[src/rtl/pipe_barrel_shifter_if.sv]
// Stream interface of the pipelined barrel shifter: an operation channel
// (in_valid/in_ready plus operand fields) and a result channel
// (out_valid/out_ready plus result and zero flag).
interface pipe_barrel_shifter_if #(
    parameter int WIDTH = 8
);
    localparam int SHW = $clog2(WIDTH);

    // Operation channel
    logic             in_valid;
    logic             in_ready;
    logic [WIDTH-1:0] din;
    logic [SHW-1:0]   shamt;
    logic             LR;
    logic [1:0]       op;

    // Result channel
    logic             out_valid;
    logic             out_ready;
    logic [WIDTH-1:0] dout;
    logic             zero;

    // Producer/consumer side of the shifter
    modport master (
        output in_valid, din, shamt, LR, op, out_ready,
        input  in_ready, out_valid, dout, zero
    );

    // The shifter itself
    modport slave (
        input  in_valid, din, shamt, LR, op, out_ready,
        output in_ready, out_valid, dout, zero
    );
endinterface

[src/rtl/pipe_barrel_shifter.sv]
// Pipelined barrel shifter / rotator. One registered stage per shift-amount
// bit: stage k shifts or rotates by 2^k when shamt[k] is set. The last stage
// register is the output register. All stages advance together whenever the
// output is empty or being consumed, so backpressure stalls the whole pipe
// without dropping operations and bubbles travel as invalid entries.
module pipe_barrel_shifter #(
    parameter int WIDTH = 8
) (
    input logic                 clk,
    input logic                 rst,
    pipe_barrel_shifter_if.slave bus
);
    localparam int SHW = $clog2(WIDTH);

    typedef enum logic [1:0] {
        OP_LOGIC    = 2'b00,
        OP_ARITH    = 2'b01,
        OP_ROTATE   = 2'b10,
        OP_RESERVED = 2'b11   // behaves as a logical shift
    } op_e;

    // Everything an operation carries down the pipe. The sign is captured
    // once from the operand so arithmetic fill never depends on intermediate
    // values.
    typedef struct packed {
        logic             valid;
        logic [WIDTH-1:0] data;
        logic [SHW-1:0]   shamt;
        logic             lr;
        op_e              op;
        logic             sign;
    } stage_t;

    // Shift or rotate by a fixed power-of-two amount (always < WIDTH).
    function automatic logic [WIDTH-1:0] shift_step(
        input logic [WIDTH-1:0] d,
        input int unsigned      amt,
        input logic             lr,
        input op_e              op,
        input logic             sign
    );
        logic [WIDTH-1:0] fill_mask;
        logic [WIDTH-1:0] res;
        fill_mask = ~({WIDTH{1'b1}} >> amt);
        case (op)
            OP_ROTATE: begin
                if (lr) res = (d << amt) | (d >> (WIDTH - amt));
                else    res = (d >> amt) | (d << (WIDTH - amt));
            end
            OP_ARITH: begin
                // Arithmetic left is the same as logical left.
                if (lr)        res = d << amt;
                else if (sign) res = (d >> amt) | fill_mask;
                else           res = d >> amt;
            end
            default: begin
                if (lr) res = d << amt;
                else    res = d >> amt;
            end
        endcase
        return res;
    endfunction

    stage_t stg_q   [SHW];   // stage registers; stg_q[SHW-1] is the output
    stage_t stg_src [SHW];   // value presented to each stage
    stage_t stg_d   [SHW];   // value each stage loads on advance
    logic   zero_q;
    logic   adv;

    // Single global advance: the pipe moves only if the output can drain.
    assign adv          = !stg_q[SHW-1].valid || bus.out_ready;
    assign bus.in_ready = adv;
    assign bus.out_valid = stg_q[SHW-1].valid;
    assign bus.dout      = stg_q[SHW-1].data;
    assign bus.zero      = zero_q;

    // Route each stage's source and apply its conditional 2^k shift.
    always_comb begin
        // NOTE: every element is assigned before any branch reads or modifies it,
        // so no path leaves a value held from a previous evaluation (no latch).
        stg_src[0].valid = bus.in_valid && adv;
        stg_src[0].data  = bus.din;
        stg_src[0].shamt = bus.shamt;
        stg_src[0].lr    = bus.LR;
        stg_src[0].op    = op_e'(bus.op);
        stg_src[0].sign  = bus.din[WIDTH-1];
        for (int k = 1; k < SHW; k++) begin
            stg_src[k] = stg_q[k-1];
        end
        for (int k = 0; k < SHW; k++) begin
            stg_d[k] = stg_src[k];
            if (stg_src[k].shamt[k]) begin
                stg_d[k].data = shift_step(stg_src[k].data, 1 << k,
                                           stg_src[k].lr, stg_src[k].op,
                                           stg_src[k].sign);
            end
        end
    end

    // Stage registers and zero flag: reset clears, advance loads, else hold.
    always_ff @(posedge clk) begin
        if (rst) begin
            // NOTE: the data fields are reset too, not just the valid bits,
            // because dout and zero must read 0 straight after reset.
            for (int k = 0; k < SHW; k++) begin
                stg_q[k] <= '0;
            end
            zero_q <= 1'b0;
        end else if (adv) begin
            // NOTE: non-blocking assignments let every stage sample its
            // predecessor's old value, which is what makes this a pipeline.
            for (int k = 0; k < SHW; k++) begin
                stg_q[k] <= stg_d[k];
            end
            zero_q <= stg_d[SHW-1].valid && (stg_d[SHW-1].data == '0);
        end
    end

    // A stalled result must not change until the consumer takes it.
    a_hold_stable: assert property (
        @(posedge clk) disable iff (rst)
        (bus.out_valid && !bus.out_ready) |=>
            (bus.out_valid && $stable(bus.dout) && $stable(bus.zero))
    );

    // While stalled nothing new may be accepted.
    a_no_accept_on_stall: assert property (
        @(posedge clk) disable iff (rst)
        (bus.out_valid && !bus.out_ready) |-> !bus.in_ready
    );
endmodule

[src/flat_wrapper.sv]
// flat-port wrapper written by rule: the top's interface ports become plain ports
module pipe_barrel_shifter_flat 
#(
    parameter int WIDTH = 8
)
  (clk, rst, bus_in_valid, bus_din, bus_shamt, bus_LR, bus_op, bus_out_ready, bus_in_ready, bus_out_valid, bus_dout, bus_zero);
  pipe_barrel_shifter_if #(.WIDTH(WIDTH)) bus_i ();
  input logic clk;
  input logic rst;
  input wire logic [$bits(bus_i.in_valid)-1:0] bus_in_valid;
  input wire logic [$bits(bus_i.din)-1:0] bus_din;
  input wire logic [$bits(bus_i.shamt)-1:0] bus_shamt;
  input wire logic [$bits(bus_i.LR)-1:0] bus_LR;
  input wire logic [$bits(bus_i.op)-1:0] bus_op;
  input wire logic [$bits(bus_i.out_ready)-1:0] bus_out_ready;
  output wire logic [$bits(bus_i.in_ready)-1:0] bus_in_ready;
  output wire logic [$bits(bus_i.out_valid)-1:0] bus_out_valid;
  output wire logic [$bits(bus_i.dout)-1:0] bus_dout;
  output wire logic [$bits(bus_i.zero)-1:0] bus_zero;
  assign bus_i.in_valid = bus_in_valid;
  assign bus_i.din = bus_din;
  assign bus_i.shamt = bus_shamt;
  assign bus_i.LR = bus_LR;
  assign bus_i.op = bus_op;
  assign bus_i.out_ready = bus_out_ready;
  assign bus_in_ready = bus_i.in_ready;
  assign bus_out_valid = bus_i.out_valid;
  assign bus_dout = bus_i.dout;
  assign bus_zero = bus_i.zero;
  pipe_barrel_shifter #(.WIDTH(WIDTH)) u_core (.clk(clk), .rst(rst), .bus(bus_i));
endmodule
[config.mk]
export PLATFORM = sky130hd
export DESIGN_NAME = pipe_barrel_shifter_flat
export DESIGN_NICKNAME = d
export VERILOG_FILES = /design/src/rtl/pipe_barrel_shifter_if.sv /design/src/rtl/pipe_barrel_shifter.sv /design/src/flat_wrapper.sv
export SDC_FILE = /design/constraint.sdc
export NUM_CORES = 1
export LEC_CHECK = 0
export ABC_AREA = 1
export CORE_MARGIN = 1.5
export CORE_UTILIZATION = 50
export CTS_CLUSTER_DIAMETER = 60
export DETAILED_ROUTE_END_ITERATION = 7
export HOLD_SLACK_MARGIN = 0.08
export PLACE_DENSITY = 0.74
export SETUP_SLACK_MARGIN = 0.4
export SLEW_MARGIN = 20
export SYNTH_ARGS = -nofsm -noshare
export SYNTH_HDL_FRONTEND = slang
export SYNTH_SLANG_ARGS = --single-unit
[constraint.sdc]
create_clock -name clk -period 3.5 [get_ports clk]
set_clock_uncertainty 0.1 [all_clocks]
set_input_delay 0.35 -clock clk [delete_from_list [all_inputs] [get_ports clk]]
set_output_delay 0.35 -clock clk [all_outputs]
set_load 0.05 [all_outputs]
==> flow_summary.yaml <==
outcome:
  status: "complete, no violations"
floorplanning:
  rows: 23
  core_area_um2: 4090
  start_util_pct: 53.4
  die_h_um: 69.1
  io_pins: 29
  dieArea_um2: 4770
  die_w_um: 69.1
synthesis:
  synth.area.mux_share_pct: 0
  yosysWarnings: 0
  postSynthCellCount: 248
  synth_fa_ha_area_share_pct: 3.44
  synth_compound_area_share_pct: 12.6
  syn-cell-area_um2: 2180
  synth-xor-area-share_pct: 0
  synth-seq-cells: 39
  synth_area_per_cell_um2: 8.80
  syn_nets: 272
  ys_types: 25
  ys_seq_area_share_pct: 53.2
  yosys.area_share.simple_pct: 19.9
  synth_top_family_by_area: "simple AND/OR/NAND/NOR gates"
critical_path:
  arrival_ns: 1.74
  rr_worst_depth: 7
  critical_path_class: "input pin to primary output"
  worst_path_most_repeated_cell: "clkdlybuf4s50_1"
  r2r_setup_slack_ns: 1.80
  worstSetupEndpointType: "primary output"
  r2r_start: "u_core.stg_q[0][1]$_SDFFCE_PN0P_"
  reg2reg_to: "u_core.stg_q[0][24]$_SDFFCE_PN0P_"
  path_max_fanout: 4
  cp_slowest_stage_delay_ns: 0.70
  crit_chain: "clkdlybuf4s50_1 > nor2_2 > inv_1 > clkdlybuf4s50_1"
  startpoint_type: "input pin"
  crit_slowest_cell: "clkdlybuf4s50_1"
  required_ns: 3.05
sta:
  setup-violations-final: 0
  finalHoldViolCount: 0
  fin_crit_ns: 2.19
  report.final.slew_viol_count: 0
  fmax_mhz: 457
  rsz0062_at_grt: "false"
  tns_ns: 0
  max_slew.worst_pin.slew_ns: 0.496
  period_share_pct: 62.5
  maxSlewHeadroom_pct: 66.8
hold_path:
  min-delay-start: "u_core.bus.zero$_SDFFE_PP0N_"
  min_path_cells: 2
  hold_end: "u_core.bus.zero$_SDFFE_PP0N_"
  worst_hold_path_type: "flip-flop to flip-flop"
clock_network:
  post_cts_buffers: 0
  cts_buffers: 5
  insertion_delay_ns: 0.29
  cts-root-buf: "clkbuf_8"
  clk_pin_slew_ns: 0.07
  cts_tree: "built"
  htreeDepth: 2
  cts_resized: 0
  postCtsHoldBufs: 0
  cts_buffer_depth: 2
  cts_sinks: 39
cells_and_area:
  multi_input_area_um2: 783
  final_cell_mix: "55 x nand2_1, 38 x edfxtp_1, 30 x inv_1, 28 x nor2_1, 28 x clkdlybuf4s50_1"
  fill_cells: 354
  area_growth_syn_to_layout_pct: 15.1
  layout.nets: 293
  diodes: 0
  register_area_um2: 1160
  final_cell_area_um2: 2510
  final_common_cell: "nand2_1"
  layout-drive-gt1-share_pct: 7.41
  final_util_pct: 61.5
placement:
  gp_congestion: 0.866
  place_area_um2: 2430
  portBuffers: 28
  dp.final_hpwl_um: 2610
route:
  postRouteAntennaNets: 0
  wl_met2_um: 1890
  drc_errors: 0
  dr_wl_met3_um: 171
  wl_per_cell_um: 11.2
  wl_met1_um: 1430
  viasPerCell: 5.10
  highest_layer: "met4"
  firstDrtPassIters: 4
  drtIter0Drc: 64
  routed_wl_um: 3590
  vias: 1632
global_routing:
  grt_pass1_wl_um: 6180
  grt_overflow: 0
  grt_pass1_vias: 1530
  grt.total_usage_pct: 16.2
  grt_max_degree: 39
  antenna_found_initial: 0
power_and_ir_drop:
  power.leakage_uw: 0.00108
  ir_drop_uv: 198
  power_density_nw_per_um2: 421
run:
  maxCapViolCount: 0
[how the worst max path moves through the flow]
stage / from / to / slack, ns / cells past startpoint
final: bus_out_ready / bus_in_ready / 1.31 / 4
after global routing: bus_out_ready / bus_in_ready / 1.24 / 4
after CTS: bus_out_ready / bus_in_ready / 1.31 / 4
after detailed placement: bus_out_ready / bus_in_ready / 1.30 / 4
after global placement: bus_out_ready / bus_in_ready / 1.32 / 4
after floorplan: u_core.stg_q[0][47]$_SDFFCE_PN0P_ / u_core.stg_q[0][0]$_SDFFCE_PN0P_ / 1.29 / 3
[cells by family after synthesis]
logic type	count (synthesis)
AND/OR/NAND/NOR	102
buffers and inverters	51
AO/OA/AOI/OAI	50
flip-flops	39
adder cells (fa/ha/maj)	6
[power by group]
| part | switching, uW | internal, uW | leakage [uW] |
|---|---|---|---|
| registers | 23.1 | 555 | 0.000455 |
| logic | 123 | 76.3 | 0.000581 |
| clock network | 145 | 136 | 0.0000403 |
[synth_stat cells]
cell type / count / area (um2)
a31oi_1: 8 / 50.1
a221oi_1: 1 / 8.76
buf_6: 1 / 11.3
nor2_4: 2 / 22.5
edfxtp_1: 38 / 1140
clkinv_1: 1 / 3.75
nand4_1: 1 / 6.26
or2_1: 4 / 25.0
o211ai_1: 2 / 15.0
nand3_1: 5 / 25.0
dfxtp_1: 1 / 20.0
a21oi_1: 17 / 85.1
inv_2: 4 / 15.0
buf_4: 8 / 60.1
nor2_1: 28 / 105
nand2_2: 3 / 18.8
ha_1: 6 / 75.1
o21ai_1: 8 / 40.0
inv_1: 30 / 113
nand2_1: 55 / 206
a21boi_1: 2 / 15.0
inv_4: 1 / 6.26
o21ai_0: 12 / 60.1
nor2_2: 4 / 25.0
buf_2: 6 / 30.0
[metal layers]
metal / up-vias / GRT usage (%)
met1: 727 / 15.3
met4: 0 / 10.0
met2: 48 / 30.4
met5: - / 0
met3: 8 / 4.24
li1: 849 / -
[worst max-delay path, delay by kind of cell]
family	cells	cell delay (ns)
buf+inv	3	1.17
simple gates	1	0.21
[stage by stage]
| stage | hold WS [ns] | worst slack [ns] | instances | power [uW] |
|---|---|---|---|---|
| floorplan | 0.416 | 1.29 | 248 | 736 |
| global placement | 0.371 | 1.32 | 312 | 783 |
| detailed placement | 0.382 | 1.30 | 312 | 788 |
| CTS | 0.392 | 1.31 | 320 | 1070 |
| global route | 0.424 | 1.24 | 320 | 1110 |
| finish | 0.389 | 1.31 | 320 | 1060 |
[sequential cells by signal, summed over array words and instances (netlist names)]
register         flops
u_core.stg_q        38
u_core.bus.zero      1
[cell type report]
class	instances	share of cell area (%)
clock inverter	2	0.299
inverter	36	5.48
tap	50	2.49
sequential	39	46.2
clock buffer	6	2.89
multi-input combinational	158	31.2
timing repair buffer	29	11.5
Note: power is estimated with default switching activity, not from simulation.
